[config.mk]
export PLATFORM = sky130hd
export DESIGN_NAME = mul_ctrl_flat
export DESIGN_NICKNAME = d
export VERILOG_FILES = /design/src/rtl/mul_ctrl_if.sv /design/src/rtl/mul_ctrl.sv /design/src/flat_wrapper.sv
export SDC_FILE = /design/constraint.sdc
export NUM_CORES = 1
export LEC_CHECK = 0
export CORE_MARGIN = 5
export CORE_UTILIZATION = 30
export DETAILED_ROUTE_END_ITERATION = 7
export GPL_ROUTABILITY_DRIVEN = 0
export PLACE_DENSITY = 0.68
export SYNTH_ARGS = -nofsm -noshare
export SYNTH_HDL_FRONTEND = slang
export SYNTH_SLANG_ARGS = --single-unit
export TNS_END_PERCENT = 5
[constraint.sdc]
create_clock -name clk -period 3.1 [get_ports clk]
set_input_delay 0.62 -clock clk [delete_from_list [all_inputs] [get_ports clk]]
set_output_delay 0.62 -clock clk [all_outputs]
set_load 0.01 [all_outputs]
[src/rtl/mul_ctrl_if.sv]
// Request/response handshake bundle between ALU issue logic and the multiply controller.
// Latency: none, pure wiring.
// Backpressure: valid/ready on both the request and the response channel.
interface mul_ctrl_if #(
    parameter int XLEN = 32
);
    logic            req_valid;
    logic            req_ready;
    logic [1:0]      req_op;
    logic [XLEN-1:0] req_rs1;
    logic [XLEN-1:0] req_rs2;
    logic            resp_valid;
    logic            resp_ready;
    logic [XLEN-1:0] resp_data;

    // Issue side: presents requests, consumes results.
    modport master (
        output req_valid, req_op, req_rs1, req_rs2, resp_ready,
        input  req_ready, resp_valid, resp_data
    );

    // Controller side: accepts requests, produces results.
    modport slave (
        input  req_valid, req_op, req_rs1, req_rs2, resp_ready,
        output req_ready, resp_valid, resp_data
    );
endinterface

[src/rtl/mul_ctrl.sv]
// Sequencer for the multi-cycle radix-4 multiplier: extends operands, drives load/start/cycle index, returns a result half.
// Latency: accept at edge T, resp_valid from T+19 (T+1 for zero operands when MUL_CTRL_ZERO_BYPASS_EN is defined).
// Backpressure: req_ready only in IDLE; result held stable in DONE until resp_ready; kill aborts any in-flight op.
module mul_ctrl #(
    parameter int XLEN      = 32,
    parameter int MULOP_LEN = XLEN + 1,
    parameter int CYC_W     = 5,
    parameter int NSTEP     = (MULOP_LEN + 1) / 2
) (
    input  logic                   clk,
    input  logic                   rst,
    mul_ctrl_if.slave              bus,
    input  logic                   kill,
    output logic                   busy,
    output logic [MULOP_LEN-1:0]   mul_op1,
    output logic [MULOP_LEN-1:0]   mul_op2,
    output logic                   mul_sel_en,
    output logic                   mul_start_en,
    output logic [CYC_W-1:0]       mul_pc_cycle,
    input  logic [2*MULOP_LEN-1:0] mul_res
);
    typedef enum logic [1:0] {IDLE, START, CALC, DONE} state_t;

    state_t          state;
    state_t          state_nxt;
    logic [CYC_W-1:0] cnt;
    logic [CYC_W-1:0] cnt_nxt;
    logic [1:0]      op_q;
    logic            accept;
    logic            op1_msb;
    logic            op2_msb;
    logic [XLEN-1:0] res_half;
    logic            unused_res_top;

    // rs1 is signed for everything but MULHU; rs2 is signed only for MUL/MULH.
    assign op1_msb = (bus.req_op != 2'b11) & bus.req_rs1[XLEN-1];
    assign op2_msb = ~bus.req_op[1] & bus.req_rs2[XLEN-1];
    assign accept  = (state == IDLE) && bus.req_valid && !kill;
    assign busy    = (state != IDLE);

    // The two extension bits above the 64-bit product never reach the result.
    assign unused_res_top = ^mul_res[2*MULOP_LEN-1:2*XLEN];

`ifdef MUL_CTRL_ZERO_BYPASS_EN
    logic req_zero;
    logic zero_q;
    assign req_zero = (bus.req_rs1 == '0) || (bus.req_rs2 == '0);

    // Remember whether the accepted op short-circuits to a zero result.
    always_ff @(posedge clk or posedge rst) begin
        if (rst) begin
            zero_q <= 1'b0;
        end else if (accept) begin
            zero_q <= req_zero;
        end
    end
`endif

    // State, step counter and operand capture; operands only change on accept so they hold through DONE.
    always_ff @(posedge clk or posedge rst) begin
        if (rst) begin
            state   <= IDLE;
            cnt     <= '0;
            op_q    <= 2'b00;
            mul_op1 <= '0;
            mul_op2 <= '0;
        end else begin
            state <= state_nxt;
            cnt   <= cnt_nxt;
            if (accept) begin
                op_q    <= bus.req_op;
                mul_op1 <= {op1_msb, bus.req_rs1};
                mul_op2 <= {op2_msb, bus.req_rs2};
            end
        end
    end

    // Next-state and multiplier/handshake controls.
    always_comb begin
        state_nxt      = state;
        cnt_nxt        = cnt;
        bus.req_ready  = 1'b0;
        bus.resp_valid = 1'b0;
        mul_sel_en     = 1'b0;
        mul_start_en   = 1'b0;
        mul_pc_cycle   = '0;
        case (state)
            IDLE: begin
                bus.req_ready = 1'b1;
                cnt_nxt       = '0;
                if (accept) begin
`ifdef MUL_CTRL_ZERO_BYPASS_EN
                    state_nxt = req_zero ? DONE : START;
`else
                    state_nxt = START;
`endif
                end
            end
            START: begin
                mul_sel_en   = 1'b1;
                mul_start_en = 1'b1;
                mul_pc_cycle = CYC_W'(1);
                cnt_nxt      = CYC_W'(2);
                state_nxt    = CALC;
            end
            CALC: begin
                // Index runs 2..NSTEP+1, one accumulate step per cycle.
                mul_sel_en   = 1'b1;
                mul_pc_cycle = cnt;
                cnt_nxt      = cnt + CYC_W'(1);
                if (cnt == CYC_W'(NSTEP + 1)) begin
                    state_nxt = DONE;
                end
            end
            DONE: begin
                bus.resp_valid = 1'b1;
                if (bus.resp_ready) begin
                    state_nxt = IDLE;
                end
            end
            default: state_nxt = IDLE;
        endcase
        if (kill && (state != IDLE)) begin
            state_nxt = IDLE;
        end
    end

    // MUL returns the low word, all MULH variants the high word; forced to zero outside DONE.
    always_comb begin
        res_half = (op_q == 2'b00) ? mul_res[XLEN-1:0] : mul_res[2*XLEN-1:XLEN];
        bus.resp_data = '0;
        if (bus.resp_valid) begin
`ifdef MUL_CTRL_ZERO_BYPASS_EN
            bus.resp_data = zero_q ? '0 : res_half;
`else
            bus.resp_data = res_half;
`endif
        end
    end
endmodule

[src/flat_wrapper.sv]
// flat-port wrapper written by rule: the top's interface ports become plain ports
module mul_ctrl_flat 
#(
    parameter int XLEN      = 32,
    parameter int MULOP_LEN = XLEN + 1,
    parameter int CYC_W     = 5,
    parameter int NSTEP     = (MULOP_LEN + 1) / 2
)
  (clk, rst, kill, busy, mul_op1, mul_op2, mul_sel_en, mul_start_en, mul_pc_cycle, mul_res, bus_req_valid, bus_req_op, bus_req_rs1, bus_req_rs2, bus_resp_ready, bus_req_ready, bus_resp_valid, bus_resp_data);
  mul_ctrl_if #(.XLEN(XLEN)) bus_i ();
  input  logic clk;
  input  logic rst;
  input  logic kill;
  output logic busy;
  output logic [MULOP_LEN-1:0] mul_op1;
  output logic [MULOP_LEN-1:0] mul_op2;
  output logic mul_sel_en;
  output logic mul_start_en;
  output logic [CYC_W-1:0] mul_pc_cycle;
  input  logic [2*MULOP_LEN-1:0] mul_res;
  input wire logic [$bits(bus_i.req_valid)-1:0] bus_req_valid;
  input wire logic [$bits(bus_i.req_op)-1:0] bus_req_op;
  input wire logic [$bits(bus_i.req_rs1)-1:0] bus_req_rs1;
  input wire logic [$bits(bus_i.req_rs2)-1:0] bus_req_rs2;
  input wire logic [$bits(bus_i.resp_ready)-1:0] bus_resp_ready;
  output wire logic [$bits(bus_i.req_ready)-1:0] bus_req_ready;
  output wire logic [$bits(bus_i.resp_valid)-1:0] bus_resp_valid;
  output wire logic [$bits(bus_i.resp_data)-1:0] bus_resp_data;
  assign bus_i.req_valid = bus_req_valid;
  assign bus_i.req_op = bus_req_op;
  assign bus_i.req_rs1 = bus_req_rs1;
  assign bus_i.req_rs2 = bus_req_rs2;
  assign bus_i.resp_ready = bus_resp_ready;
  assign bus_req_ready = bus_i.req_ready;
  assign bus_resp_valid = bus_i.resp_valid;
  assign bus_resp_data = bus_i.resp_data;
  mul_ctrl #(.XLEN(XLEN), .MULOP_LEN(MULOP_LEN), .CYC_W(CYC_W), .NSTEP(NSTEP)) u_core (.clk(clk), .rst(rst), .bus(bus_i), .kill(kill), .busy(busy), .mul_op1(mul_op1), .mul_op2(mul_op2), .mul_sel_en(mul_sel_en), .mul_start_en(mul_start_en), .mul_pc_cycle(mul_pc_cycle), .mul_res(mul_res));
endmodule
==> results.md, run 1 <==
* CTS Buf Count at 9
* Final-stage net count at 705
* WP data arrival at 2200 ps
* Largest net degree at the start of global routing at 48
* Clock Skews at 3.50 ps
* Synthesis-stage register bit count at 75
* N_diodes at 0
* Area occupied by registers at 1880 µm²
* Die Y at 125 µm
* Setup crit start kind: flip-flop
* Rel. slew slack at 0.571
* TritonRoute pass-1 iters at 4
* Global-route wire length before repair at 19.0 mm
* H-tree Lvls at 3
* Initial antenna violation count at 0
* Top delay family on crit path: simple AND/OR/NAND/NOR gates
* Wirelength per Cell at 16.1 µm
* Synth warn at 0
* # Post-CTS Setup Buffers at 0
* Tcrit/Tclk final at 0.911
* CTS clk-pin slew, worst paths at 50 ps
* Yosys top cell by area: dfrtp_1
* Worst-margin pin slew at 642 ps
* CP Cell Sequence: or2_2 > nand2_1 > a21boi_0 > clkdlybuf4s50_1
* Area of the mapped netlist at between 3000 and 4000 µm²
* RR Endpoint: u_core.mul_op1[14]
* Setup Viol. Count Final at 0
* HPWL after detailed placement at 9.29 mm
* Boundary Pins at 245
* Final ANT Viol Nets at 0
* Filler cell count at 1,156
* Vias in the first global route at approximately 3,700
* CP Capture Type: primary output
* Final worst path period need at 2820 ps
* Die width at between 100 and 150 µm
* Max FO, Critical Path at 32
* Row cnt at 41
* WP data required at 2480 ps
* DRC Markers at 0
* Post-synth EDFFs at 0
* Synth cell count leaders: dfrtp_1, nand2_1, mux2_4
* Top-count cell post-synth: dfrtp_1
* Root buffer cell: clkbuf_16
* Post_cts resized at 0
* Syn_area_per_cell at 12.2 µm²
* Final Slew Violations at 0
* Sequential fraction of the synthesis area at 0.477
* Synth Net Count at 467
* Peak supply drop at 0.000306 V
* Max Root-Sink Buffers at 2
* Drt first-iter violations at 109
* Outcome: completed
* Share of post-route cells with drive strength above 1 at 0.159
* Worst Path Buf+Inv at 1
* Critical path origin: u_core.op_q[0]
* GR Util All Layers at 0.149
* Hold path endpoint: u_core.mul_op1[32]
* Worst Reg-to-Reg Cells at 6
* Pwr Density at a little under 900 nW/µm²
* Via-to-Cell Ratio at 4.45
* Most used flip-flop cell after synthesis: dfrtp_1
* Placeable Area at 12,700 µm²
* Worst hold start: u_core.mul_op1[32]
* Hold path depth at 2
* Total grt overflow at 0
* Port bufs at approximately 240
* Unrepaired setup endpoints after global routing: false
* TritonCTS clock tree: yes
* Crit path largest cell delay at ~600 ps
* Slowest stage cell, crit path: clkdlybuf4s50_1
* Final hold viol count at 0
* Starting Density at 0.309
* Vias after detailed routing at ~3,300
* Post-synth ARST share at 1.00
* R2r setup slk at 750 ps
* Die area at 15,500 µm²
* CTS Sinks at 75
* MaxCap Viol Count at 0
* Top cells by area, synth: dfrtp_1, mux2_4, nand2_1
* Drt total wl at 11.9 mm
* Final core occ at 0.531
* Synthesized instance count at 322
* Synth-to-Final Area Change at 71.6%
* Total power at ~6.0 mW
* Synth unique cells at 27
* Multi-input logic area at approximately 1900 µm²
* R2R Path Start: u_core.state[1]
* Leak at 2.99 nW
* Worst setup path class: flip-flop to primary output
* Total negative setup slack at 0 ps
* Maximum clock rate at around 350 MHz
* Worst hold path type: flip-flop to flip-flop
* Hold_buf cts at 0
* Hold_ws at 486 ps
* Share of the synthesized area in the top cell type at 0.477
* Clk Latency, worst-skew pair at 320 ps
-- cell usage in the layout (no fill, tap or decap), drive strengths merged, types with 3 or more instances in the layout --
cell / n
o21ai: 12
clkbuf: 12
clkinv: 3
and2: 4
dfrtp: 75
ha: 8
buf: 4
mux2: 66
nor2: 7
nand2: 74
inv: 6
nor2b: 3
a21boi: 32
clkdlybuf4s50: 242
-- logic make-up after synthesis --
| group | share of synthesized area |
|---|---|
| AOI/OAI and AO/OA | 0.0909 |
| adders and majority gates | 0.0254 |
| buffers and inverters | 0.0524 |
| DFF | 0.477 |
| muxes | 0.251 |
| and+or+nand+nor | 0.104 |
-- final cells by class --
type | count | share of cell area
clock buffer | 12 | 0.0380
timing repair buffer | 246 | 0.367
sequential | 75 | 0.278
tap | 172 | 0.0319
multi-input combinational | 222 | 0.275
clock inverter | 4 | 0.00723
inverter | 6 | 0.00334
-- worst max-delay path by stage --
stage / cells after the start / slack, ps / to
5_1_grt: 4 / 150 / bus_resp_data[9]
2_1_floorplan: 1 / 570 / u_core.cnt[0]
3_5_place_dp: 4 / 510 / bus_resp_data[31]
4_1_cts: 4 / 280 / bus_resp_data[31]
6_report: 4 / 280 / bus_resp_data[31]
3_3_place_gp: 4 / 520 / bus_resp_data[31]
-- worst register-to-register path: cells and delay by family, from the launching register on --
family / cells / cell delay [ps]
simple gates: 1 / 590
buf+inv: 3 / 550
flops: 1 / 430
mux: 1 / 360
fa+ha+maj: 1 / 300
-- layer usage --
layer / up-vias / share of wire / wire, µm / global-route usage
met5: - / 0 / 0 / 0
met4: 0 / 0.019 / 228 / 0.0554
met3: 17 / 0.099 / 1180 / 0.0626
met2: 174 / 0.47 / 5560 / 0.250
met1: 1520 / 0.41 / 4910 / 0.170
li1: 1570 / - / - / -
-- state kept, by name, indices dropped and copies added (netlist names) --
signal          count
u_core.state        2
u_core.mul_op1     33
u_core.op_q         2
u_core.cnt          5
u_core.mul_op2     33
-- metrics by stage --
step	instance area [µm²]	std cells	setup slack (ps)
2_1_floorplan	3940	322	570
3_3_place_gp	6450	721	516
3_5_place_dp	6450	721	511
4_1_cts	6750	737	277
5_1_grt	6750	737	149
6_report	6750	737	276
-- power by group --
| group | internal (mW) | total [mW] | switching (mW) | leakage [nW] |
|---|---|---|---|---|
| clock network | 0.665 | 1.05 | 0.380 | 0.153 |
| registers | 1.46 | 1.75 | 0.289 | 0.904 |
| logic | 1.95 | 3.17 | 1.21 | 1.94 |
| total | 4.07 | 5.96 | 1.88 | 2.99 |
No activity file was read; power rests on OpenSTA's default activity.
==> inputs of run 2 (changes only) <==
- ABC_CLOCK_PERIOD_IN_PS: default -> 3100
==> results of run 2 <==
Final layout, timing and power as in run 1 (identical DEF).
==> inputs of run 3 (changes only) <==
- ABC_CLOCK_PERIOD_IN_PS: 3100 -> default
==> results of run 3 <==
Final layout, timing and power as in run 1 (identical DEF).
